**config.mk**
```make
export PLATFORM = sky130hd
export DESIGN_NAME = rotary_emulator
export DESIGN_NICKNAME = d
export VERILOG_FILES = /design/src/rtl/rotary_pkg.sv /design/src/rtl/rotary_phase_timer.sv /design/src/rtl/rotary_emulator.sv
export SDC_FILE = /design/constraint.sdc
export NUM_CORES = 1
export LEC_CHECK = 0
export ABC_AREA = 1
export CAP_MARGIN = 20
export CORE_ASPECT_RATIO = 1.5
export CORE_MARGIN = 4
export CORE_UTILIZATION = 53
export CTS_CLUSTER_DIAMETER = 80
export DETAILED_ROUTE_END_ITERATION = 12
export PLACE_DENSITY = 0.76
export SLEW_MARGIN = 20
export SYNTH_ARGS = -nofsm -noshare
export SYNTH_HDL_FRONTEND = slang
export SYNTH_SLANG_ARGS = --single-unit
```
**constraint.sdc**
```tcl
create_clock -name CLK -period 1.7 [get_ports CLK]
set_clock_uncertainty 0.1 [all_clocks]
set_input_delay 0.34 -clock CLK [delete_from_list [all_inputs] [get_ports CLK]]
set_output_delay 0.34 -clock CLK [all_outputs]
set_load 0.005 [all_outputs]
```
**src/rtl/rotary_pkg.sv**
```systemverilog
// Shared definitions for the rotary encoder emulator: FSM states, quadrature code tables, position width.
package rotary_pkg;

  localparam int unsigned POS_W = 8;

  typedef enum logic [2:0] {
    ST_IDLE  = 3'd0,
    ST_Q1    = 3'd1,
    ST_Q2    = 3'd2,
    ST_Q3    = 3'd3,
    ST_Q4    = 3'd4,
    ST_PRESS = 3'd5
  } state_e;

  // {A,B} codes for phases Q1..Q4, first phase in the top bits
  localparam logic [7:0] CW_CODES  = {2'b10, 2'b11, 2'b01, 2'b00};
  localparam logic [7:0] CCW_CODES = {2'b01, 2'b11, 2'b10, 2'b00};

  function automatic logic [1:0] quad_code(input logic dir, input logic [1:0] idx);
    logic [7:0] tbl;
    logic [1:0] code;
    tbl = dir ? CW_CODES : CCW_CODES;
    case (idx)
      2'd0:    code = tbl[7:6];
      2'd1:    code = tbl[5:4];
      2'd2:    code = tbl[3:2];
      default: code = tbl[1:0];
    endcase
    return code;
  endfunction

  function automatic int unsigned max_u(input int unsigned a, input int unsigned b);
    return (a > b) ? a : b;
  endfunction

endpackage

```
**src/rtl/rotary_phase_timer.sv**
```systemverilog
// Loadable phase/press down-counter with an optional bounce-segment tick (ROTEMU_BOUNCE_EN).
module rotary_phase_timer
  import rotary_pkg::*;
#(
  parameter int unsigned PHASE_CYCLES  = 50000,
  parameter int unsigned PRESS_CYCLES  = 200000,
  parameter int unsigned BOUNCE_CYCLES = 8
) (
  input  logic clk,
  input  logic rst,
  input  logic load,
  input  logic load_press,
  output logic expire_c,
  output logic bounce_tick_c
);

  localparam int unsigned TW = $clog2(max_u(PHASE_CYCLES, PRESS_CYCLES));
  localparam int unsigned BW = $clog2(BOUNCE_CYCLES + 1);

  // Number of glitch edges following each emitted transition (new, old, new)
`ifdef ROTEMU_BOUNCE_EN
  localparam logic [1:0] SEG_EDGES = 2'd2;
`else
  localparam logic [1:0] SEG_EDGES = 2'd0;
`endif

  logic [TW-1:0] count_q, count_d;
  logic [BW-1:0] seg_q, seg_d;
  logic [1:0]    edges_q, edges_d;

  always_comb begin
    count_d = count_q;
    seg_d   = seg_q;
    edges_d = edges_q;
    if (load) begin
      count_d = load_press ? TW'(PRESS_CYCLES - 1) : TW'(PHASE_CYCLES - 1);
      seg_d   = BW'(BOUNCE_CYCLES - 1);
      edges_d = SEG_EDGES;
    end else begin
      if (count_q != '0) count_d = count_q - TW'(1);
      if (edges_q != 2'd0) begin
        if (seg_q == '0) begin
          seg_d   = BW'(BOUNCE_CYCLES - 1);
          edges_d = edges_q - 2'd1;
        end else begin
          seg_d = seg_q - BW'(1);
        end
      end
    end
  end

  always_ff @(posedge clk or posedge rst) begin
    if (rst) begin
      count_q <= '0;
      seg_q   <= '0;
      edges_q <= 2'd0;
    end else begin
      count_q <= count_d;
      seg_q   <= seg_d;
      edges_q <= edges_d;
    end
  end

  assign expire_c      = (count_q == '0);
  assign bounce_tick_c = (edges_q != 2'd0) && (seg_q == '0);

endmodule

```
**src/rtl/rotary_emulator.sv**
```systemverilog
// Quadrature shaft-encoder emulator: turns step/press commands into ROTA/ROTB/ROTCTR waveforms
// and tracks a reference position. ROTEMU_BOUNCE_EN adds contact chatter on every transition.
module rotary_emulator
  import rotary_pkg::*;
#(
  parameter int unsigned PHASE_CYCLES  = 50000,
  parameter int unsigned PRESS_CYCLES  = 200000,
  parameter int unsigned BOUNCE_CYCLES = 8
) (
  input  logic                    CLK,
  input  logic                    RST,
  input  logic                    step_valid,
  input  logic                    step_dir,
  output logic                    step_ready,
  input  logic                    press_valid,
  output logic                    done,
  output logic                    ROTA,
  output logic                    ROTB,
  output logic                    ROTCTR,
  output logic signed [POS_W-1:0] pos
);

  state_e           state_q, state_d;
  logic             dir_q, dir_d;
  logic [1:0]       ab_q, ab_d;
  logic             ctr_q, ctr_d;
  logic [POS_W-1:0] pos_q, pos_d;
  logic             done_q, done_d;
  logic             ready_q, ready_d;
  logic [2:0]       mask_q, mask_d;
  logic             load, load_press;
  logic             expire_c, bounce_tick_c;

  rotary_phase_timer #(
    .PHASE_CYCLES (PHASE_CYCLES),
    .PRESS_CYCLES (PRESS_CYCLES),
    .BOUNCE_CYCLES(BOUNCE_CYCLES)
  ) u_timer (
    .clk          (CLK),
    .rst          (RST),
    .load         (load),
    .load_press   (load_press),
    .expire_c     (expire_c),
    .bounce_tick_c(bounce_tick_c)
  );

  always_comb begin
    state_d    = state_q;
    dir_d      = dir_q;
    ab_d       = ab_q;
    ctr_d      = ctr_q;
    pos_d      = pos_q;
    done_d     = 1'b0;
    mask_d     = mask_q;
    load       = 1'b0;
    load_press = 1'b0;
    case (state_q)
      ST_IDLE: begin
        // press takes priority; a simultaneous step stays pending
        if (press_valid) begin
          state_d    = ST_PRESS;
          ctr_d      = 1'b1;
          pos_d      = '0;
          load       = 1'b1;
          load_press = 1'b1;
        end else if (step_valid) begin
          state_d = ST_Q1;
          dir_d   = step_dir;
          ab_d    = quad_code(step_dir, 2'd0);
          load    = 1'b1;
        end
      end
      ST_Q1: if (expire_c) begin
        state_d = ST_Q2;
        ab_d    = quad_code(dir_q, 2'd1);
        load    = 1'b1;
      end
      ST_Q2: if (expire_c) begin
        state_d = ST_Q3;
        ab_d    = quad_code(dir_q, 2'd2);
        load    = 1'b1;
      end
      ST_Q3: if (expire_c) begin
        state_d = ST_Q4;
        ab_d    = quad_code(dir_q, 2'd3);
        load    = 1'b1;
      end
      ST_Q4: if (expire_c) begin
        state_d = ST_IDLE;
        done_d  = 1'b1;
        pos_d   = dir_q ? pos_q + POS_W'(1) : pos_q - POS_W'(1);
      end
      ST_PRESS: if (expire_c) begin
        state_d = ST_IDLE;
        ctr_d   = 1'b0;
        done_d  = 1'b1;
      end
      default: state_d = ST_IDLE;
    endcase
    // Remember which line just moved so chatter re-toggles only that line
    if (load) begin
      mask_d = {ab_d ^ ab_q, ctr_d & ~ctr_q};
    end else if (bounce_tick_c && (state_d == state_q)) begin
      ab_d  = ab_q ^ mask_q[2:1];
      ctr_d = ctr_q ^ mask_q[0];
    end
    ready_d = (state_d == ST_IDLE);
  end

  always_ff @(posedge CLK or posedge RST) begin
    if (RST) begin
      state_q <= ST_IDLE;
      dir_q   <= 1'b0;
      ab_q    <= 2'b00;
      ctr_q   <= 1'b0;
      pos_q   <= '0;
      done_q  <= 1'b0;
      ready_q <= 1'b1;
      mask_q  <= 3'b000;
    end else begin
      state_q <= state_d;
      dir_q   <= dir_d;
      ab_q    <= ab_d;
      ctr_q   <= ctr_d;
      pos_q   <= pos_d;
      done_q  <= done_d;
      ready_q <= ready_d;
      mask_q  <= mask_d;
    end
  end

  assign ROTA       = ab_q[1];
  assign ROTB       = ab_q[0];
  assign ROTCTR     = ctr_q;
  assign pos        = pos_q;
  assign done       = done_q;
  assign step_ready = ready_q;

endmodule

```
---- Word-level counts from Yosys, hierarchy flattened ----
Cells that the tools add are included.
operators by class
  reduce and logical (&&, ||, !) cells .... 17
  add/sub/neg operators ................... 5
  muxes and demuxes ....................... 42
  bitwise gates (word level) .............. 6
  equal/unequal tests ..................... 8
operator list
  operator                                             count
  2-to-1 mux 18 bit                                    3
  2-to-1 mux 8 bit                                     4
  2-to-1 mux 2 bit                                     10
  logical NOT 18 bit                                   1
  2-to-1 mux 3 bit                                     6
  nonzero test 18 bit                                  1
  subtractor 18 x 1 -> 18 bit, second input constant   1
  2-to-1 mux 4 bit                                     4
  case mux 8 bit (2 select lines)                      1
  case mux 3 bit (5 select lines)                      1
  2-to-1 mux 1 bit                                     10
  nonzero test 2 bit                                   5
  adder 8 x 1 -> 8 bit, second input constant          1
  case mux 2 bit (4 select lines)                      1
  subtractor 8 x 1 -> 8 bit, second input constant     1
  equality test 3 x 2 -> 1 bit, second input constant  2
  equality test 3 bit, second input constant           2
  logical NOT 3 bit                                    2
  AND reduction 3 bit                                  2
  logical NOT 4 bit                                    1
  inequality test 2 bit, second input constant         2
  case mux 1 bit (2 select lines)                      2
  subtractor 4 x 1 -> 4 bit, second input constant     1
  XOR 2 bit                                            2
  other kinds (10)                                     12
word-level totals
  output and inout port bits .............. 13
  flip-flop bits (word level) ............. 44
  word-level logic and storage cells ...... 89

---- Longest topological paths before layout ----
  word-level depth ........................ 7
  gate-level depth with buffers ........... 13

---- Hierarchy ----
From an unflattened synthesis, not the netlist that was laid out.
unflattened totals
  cell total of the unflattened synthesis .. 396
  area total of the unflattened synthesis .. 2887.8 µm²
modules (own cells, without submodules)
  module              area an instance (µm²)  sequential area each (µm²)  instances  cells each
  rotary_phase_timer  1483.9                  600.6                       1          207
  rotary_emulator     1403.8                  501.7                       1          189

---- Worst setup path before layout ----
No wires, ideal clock.
  kind .................................... reg2reg
  start ................................... register u_timer.count_q[0]
  end ..................................... register mask_q[1]
  setup time .............................. 124 ps
  cell stages (with the launch flop) ...... 13
  setup slack ............................. -97 ps
  required time ........................... 1476 ps
  arrival time ............................ 1573 ps
  cells stage by stage .................... dfrtp_1 -> inv_1 -> ha_1 -> nand2_2 -> nor2_8 -> nand3_4 -> buf_6 -> nand2_2 -> nand3_1 -> nand3_2 -> nand2_1 -> nand2_1 -> nand3_1
on the way
  cells in the longest elaborated chain, start to end .. 4
RTL lines
  element                              RTL line                                                             RTL
  start, declared                      rotary_phase_timer.sv:27                                             logic [TW-1:0] count_q, count_d;
  start signal, assigned               rotary_phase_timer.sv:58                                             count_q <= count_d;
  logical NOT 18 bit *                 rotary_phase_timer.sv:64                                             assign expire_c = (count_q == '0);
  2-to-1 mux 2 bit (on tied branches)  rotary_emulator.sv:83, rotary_emulator.sv:73, rotary_emulator.sv:78
  case mux 2 bit (4 select lines)      rotary_emulator.sv:57                                                case (state_q)
  XOR 2 bit                            rotary_emulator.sv:102                                               mask_d = {ab_d ^ ab_q, ctr_d & ~ctr_q};
  end signal, assigned                 rotary_emulator.sv:128                                               mask_q <= mask_d;
  end, declared                        rotary_emulator.sv:30                                                logic [2:0] mask_q, mask_d;
Mark *: on every way between the ends. The rest lies on a longest branch, timed or not.
A chain may end at the register's enable or synchronous reset.

---- Final worst setup path ----
  start ................................... register u_timer.count_q[13]
  end ..................................... register ctr_q (netlist: ROTCTR)
on the way
  cells in the longest elaborated chain, start to end .. 7
RTL lines
  element                              RTL line                  RTL
  logical NOT 18 bit *                 rotary_phase_timer.sv:64
  2-to-1 mux 3 bit (on tied branches)  n/a
  case mux 3 bit (5 select lines)      rotary_emulator.sv:57
  equality test 3 bit                  rotary_emulator.sv:103    end else if (bounce_tick_c && (state_d == state_q)) begin
  logical AND 1 bit                    rotary_emulator.sv:103
  2-to-1 mux 1 bit                     rotary_emulator.sv:103
  2-to-1 mux 1 bit *                   rotary_emulator.sv:101    if (load) begin
  net ctr_d                            rotary_emulator.sv:26     logic ctr_q, ctr_d;
  end signal, assigned                 rotary_emulator.sv:124    ctr_q <= ctr_d;
  end, declared                        rotary_emulator.sv:26
Mark *: on every way through the listed nets, which the timed path passes. The rest lies on a longest branch.

==> flow_summary.yaml <==
sta:
  finalHoldViolations: 0
  tightest_slew_ns: 0.769
  rsz0062_at_grt: "yes"
  period_share_pct: 118
  setup_violations: 41
  worst_slack_ns: -0.299
  hold_ws_ns: 0.252
  drv_slew: 0
  relSlewSlack_pct: 48.4
  clock.fmax_mhz: 500
  period_needed_ns: 2.00
cts:
  cts_buffers: 5
  clock_sinks: 44
  clockRootBuffer: "clkbuf_8"
  cts_buffer_depth: 2
  cts_tree: "built"
  clkLatencyLatePin_ns: 0.31
  cts_max_level: 2
  hold_buffers: 0
  path_clk_slew_ns: 0.09
pwr:
  p_int_mw: 1.65
  ir_drop_mv: 0.585
  switching_share_pct: 24.6
  pwr-share-seq_pct: 50.2
  leakagePower_nw: 2.05
  switching_power_uw: 538
  p_per_area_mw_per_mm2: 513
  p_comb_share_pct: 10.0
  p_total_mw: 2.19
  clockPowerShare_pct: 39.9
grt:
  grt_max_degree: 29
  globalRouteOverflowTotal: 0
  grt_pass1_vias: 2848
  grt_pass1_wl_mm: 12.9
  grt_antenna_before_repair: 0
  grt_use_total_pct: 27.0
synthesis:
  synthMuxAreaShare_pct: 0
  syn_nets: 354
  ys_seq_area_share_pct: 41.5
  synth_simple_gate_area_share_pct: 28.3
  synth_area_mm2: 0.00266
  synth-async-reset-ratio_pct: 100
  synth_seq_cells: 44
  synthFlopType: "dfrtp_1"
  synthAdderAreaFrac_pct: 4.99
  synth_compound_area_share_pct: 11.9
  synth_top_family_by_area: "simple AND/OR/NAND/NOR gates"
  synth_cells: 339
  synth_warnings: 0
  synthDistinctLibCells: 36
  syn-mean-instance-area_um2: 7.84
  yosys.area_share.xor_xnor_pct: 5.27
  synth_edf_count: 0
route:
  wl_met2_mm: 5.19
  met3RoutedLength_um: 603
  firstDrtPassIters: 5
  via_per_inst: 5.97
  num_vias: 3037
  routed_wirelength_mm: 9.99
  drc: 0
  met1Wirelength_mm: 3.46
  avgRoutedWirePerCell_um: 19.6
  ant_nets: 0
  highest_layer: "met4"
  drt-initial-drc-count: 246
cells_and_area:
  nets: 457
  n_antenna_cell: 0
  final.fill_count: 210
  regArea_mm2: 0.00111
  fin_util_pct: 88.1
  design_area_mm2: 0.00427
  fin_cells: 509
  multi_input_area_mm2: 0.00184
  final_layout_size_suffix_gt1_share_pct: 49.0
  area_growth_pct: 60.7
critical_path:
  crit_type: "flip-flop to flip-flop"
  critical-path-max-stage-delay_ns: 0.43
  crit_required_ns: 1.83
  r2r_cells: 11
  r2r-start: "u_timer.count_q[13]$_DFFE_PP0P_"
  arrival_ns: 2.12
  cp_max_fo: 7
  crit_start: "u_timer.count_q[13]$_DFFE_PP0P_"
  critPathLaunchType: "flip-flop"
  crit_path_end: "ROTCTR$_DFF_PP0_"
  endpoint_kind: "flip-flop"
  worstReg2RegEnd: "ROTCTR$_DFF_PP0_"
  crit_path_frequent_cell: "nand2_2"
  crit_slowest_cell: "dfrtp_1"
  regToRegSetupSlack_ns: -0.30
  cp_cell_sequence: "nor2_2, nand2_2, nor2_4, nand3_4, inv_4, nand2_2, nand2_1, nand3_2, nand2_2, nand2_1, o21ai_1"
floorplanning:
  die_x_um: 65.8
  die_h_um: 94.7
  rows: 31
  start_util_pct: 54.8
  coreArea_mm2: 0.00485
  io_pins: 18
  die_area_mm2: 0.00624
min_path:
  worst_hold_path_type: "input port to async pin"
placement:
  portBuffers: 17
  placedCellCount: 478
  dpl_cell_area_mm2: 0.00340
  gp_routability_congestion: 0.928
  dpl.hpwl_mm: 5.09
run_status:
  status: "complete, but fails checks"
  violations: "negative setup slack"
run:
  drv_cap: 0
cell type report:
type,count,area share (%)
Tap cell,66,1.93
Clock inverter,2,0.908
Multi-Input combinational cell,241,43.1
Timing Repair Buffer,99,20.9
Inverter,51,5.30
Sequential cell,44,26.0
Clock buffer,6,1.93
per-stage QoR:
step / TNS (ns) / setup slack, ns
detailed placement: -5.03 / -0.265
global route: -9.87 / -0.362
floorplan: -0.00108 / -0.00108
finish: -7.11 / -0.299
global placement: -3.42 / -0.195
CTS: -1.68 / -0.128
metal layers:
layer  up-vias  global-route usage, %
met2       174                   49.5
met5         -                      0
met1      1482                   28.7
met4         0                   16.1
met3        71                   3.33
li1       1310                      -
cell usage after synthesis, drive strengths merged (2+ instances only):
| library cell | instances | area share, % |
|---|---|---|
| nand2 | 83 | 13 |
| inv | 50 | 7.1 |
| dfrtp | 43 | 40 |
| nor2 | 31 | 6.0 |
| nand3 | 26 | 5.7 |
| o21ai | 26 | 5.2 |
| a21oi | 21 | 4.1 |
| xor2 | 12 | 4.0 |
| nor3 | 11 | 2.1 |
| ha | 9 | 4.2 |
| nand4 | 5 | 1.2 |
| xnor2 | 4 | 1.3 |
| a31oi | 3 | 0.71 |
| buf | 3 | 0.89 |
| o211ai | 2 | 0.56 |
| o22ai | 2 | 0.47 |
| o31ai | 2 | 0.56 |
cells in the final DEF, fill, tap and decap left out, types with 4 or more instances in the layout:
master | netlist | final
nor2_2 | 5 | 8
buf_4 | 1 | 62
dfrtp_2 | 0 | 5
clkdlybuf4s50_1 | 0 | 8
nand2_1 | 74 | 47
dlymetal6s2s_1 | 0 | 4
nand2_2 | 8 | 20
inv_2 | 6 | 10
o21ai_0 | 21 | 6
nand2_4 | 1 | 13
o21ai_1 | 3 | 8
dlygate4sd2_1 | 0 | 4
ha_4 | 0 | 6
nand3_2 | 2 | 10
nand3_4 | 1 | 5
xor2_1 | 12 | 12
nand3_1 | 23 | 11
nor2_4 | 2 | 7
clkbuf_8 | 0 | 6
nor3_1 | 11 | 10
inv_1 | 44 | 33
nor2_1 | 23 | 15
a21oi_2 | 1 | 12
nand4_1 | 5 | 5
o21ai_2 | 2 | 12
a21oi_1 | 20 | 9
dfrtp_1 | 43 | 38
buf_6 | 1 | 18
worst max-delay path, delay by kind of cell (launching register included):
kind | cells | cell delay [ns]
simple gates | 9 | 1.15
flops | 1 | 0.43
buf+inv | 1 | 0.14
compound gates | 1 | 0.10
logic make-up after synthesis:
logic type	after synthesis
AO/OA/AOI/OAI	57
XOR/XNOR	16
adder cells (fa/ha/maj)	10
buffers and inverters	54
flip-flops	44
AND/OR/NAND/NOR	158
flip-flops by register name (all words and copies together) (netlist names):
name             count
ROTCTR               1
step_ready           1
ab_q                 2
u_timer.count_q     18
u_timer.seg_q        4
mask_q               3
u_timer.edges_q      2
pos                  8
done                 1
dir_q                1
state_q              3
power by group through the flow:
stage	clock network, mW	logic, mW	registers (mW)
after CTS	0.871	0.177	1.09
after floorplan	0	0.0900	1.12
after global placement	0	0.168	1.11
final	0.873	0.218	1.10
after global routing	0.926	0.237	1.10
after detailed placement	0	0.171	1.11
timing repair:
action	4_1_cts	5_1_grt
endpoints found under the setup margin	38	46
hold endpoints to repair	0	0
resized for setup	55	122
pin swaps	12	27
setup buffers	12	18
worst min-delay path by stage:
stage	end	slack, ns	depth (start not counted)
after floorplan	u_timer.count_q[1]$_DFFE_PP0P_	0.36	2
after global placement	u_timer.count_q[1]$_DFFE_PP0P_	0.38	2
after detailed placement	u_timer.count_q[1]$_DFFE_PP0P_	0.41	2
after CTS	u_timer.seg_q[3]$_DFFE_PP0P_	0.26	3
after global routing	u_timer.seg_q[2]$_DFFE_PP0P_	0.28	3
final	u_timer.seg_q[2]$_DFFE_PP0P_	0.25	3
Power figures use the tool's default switching activity.
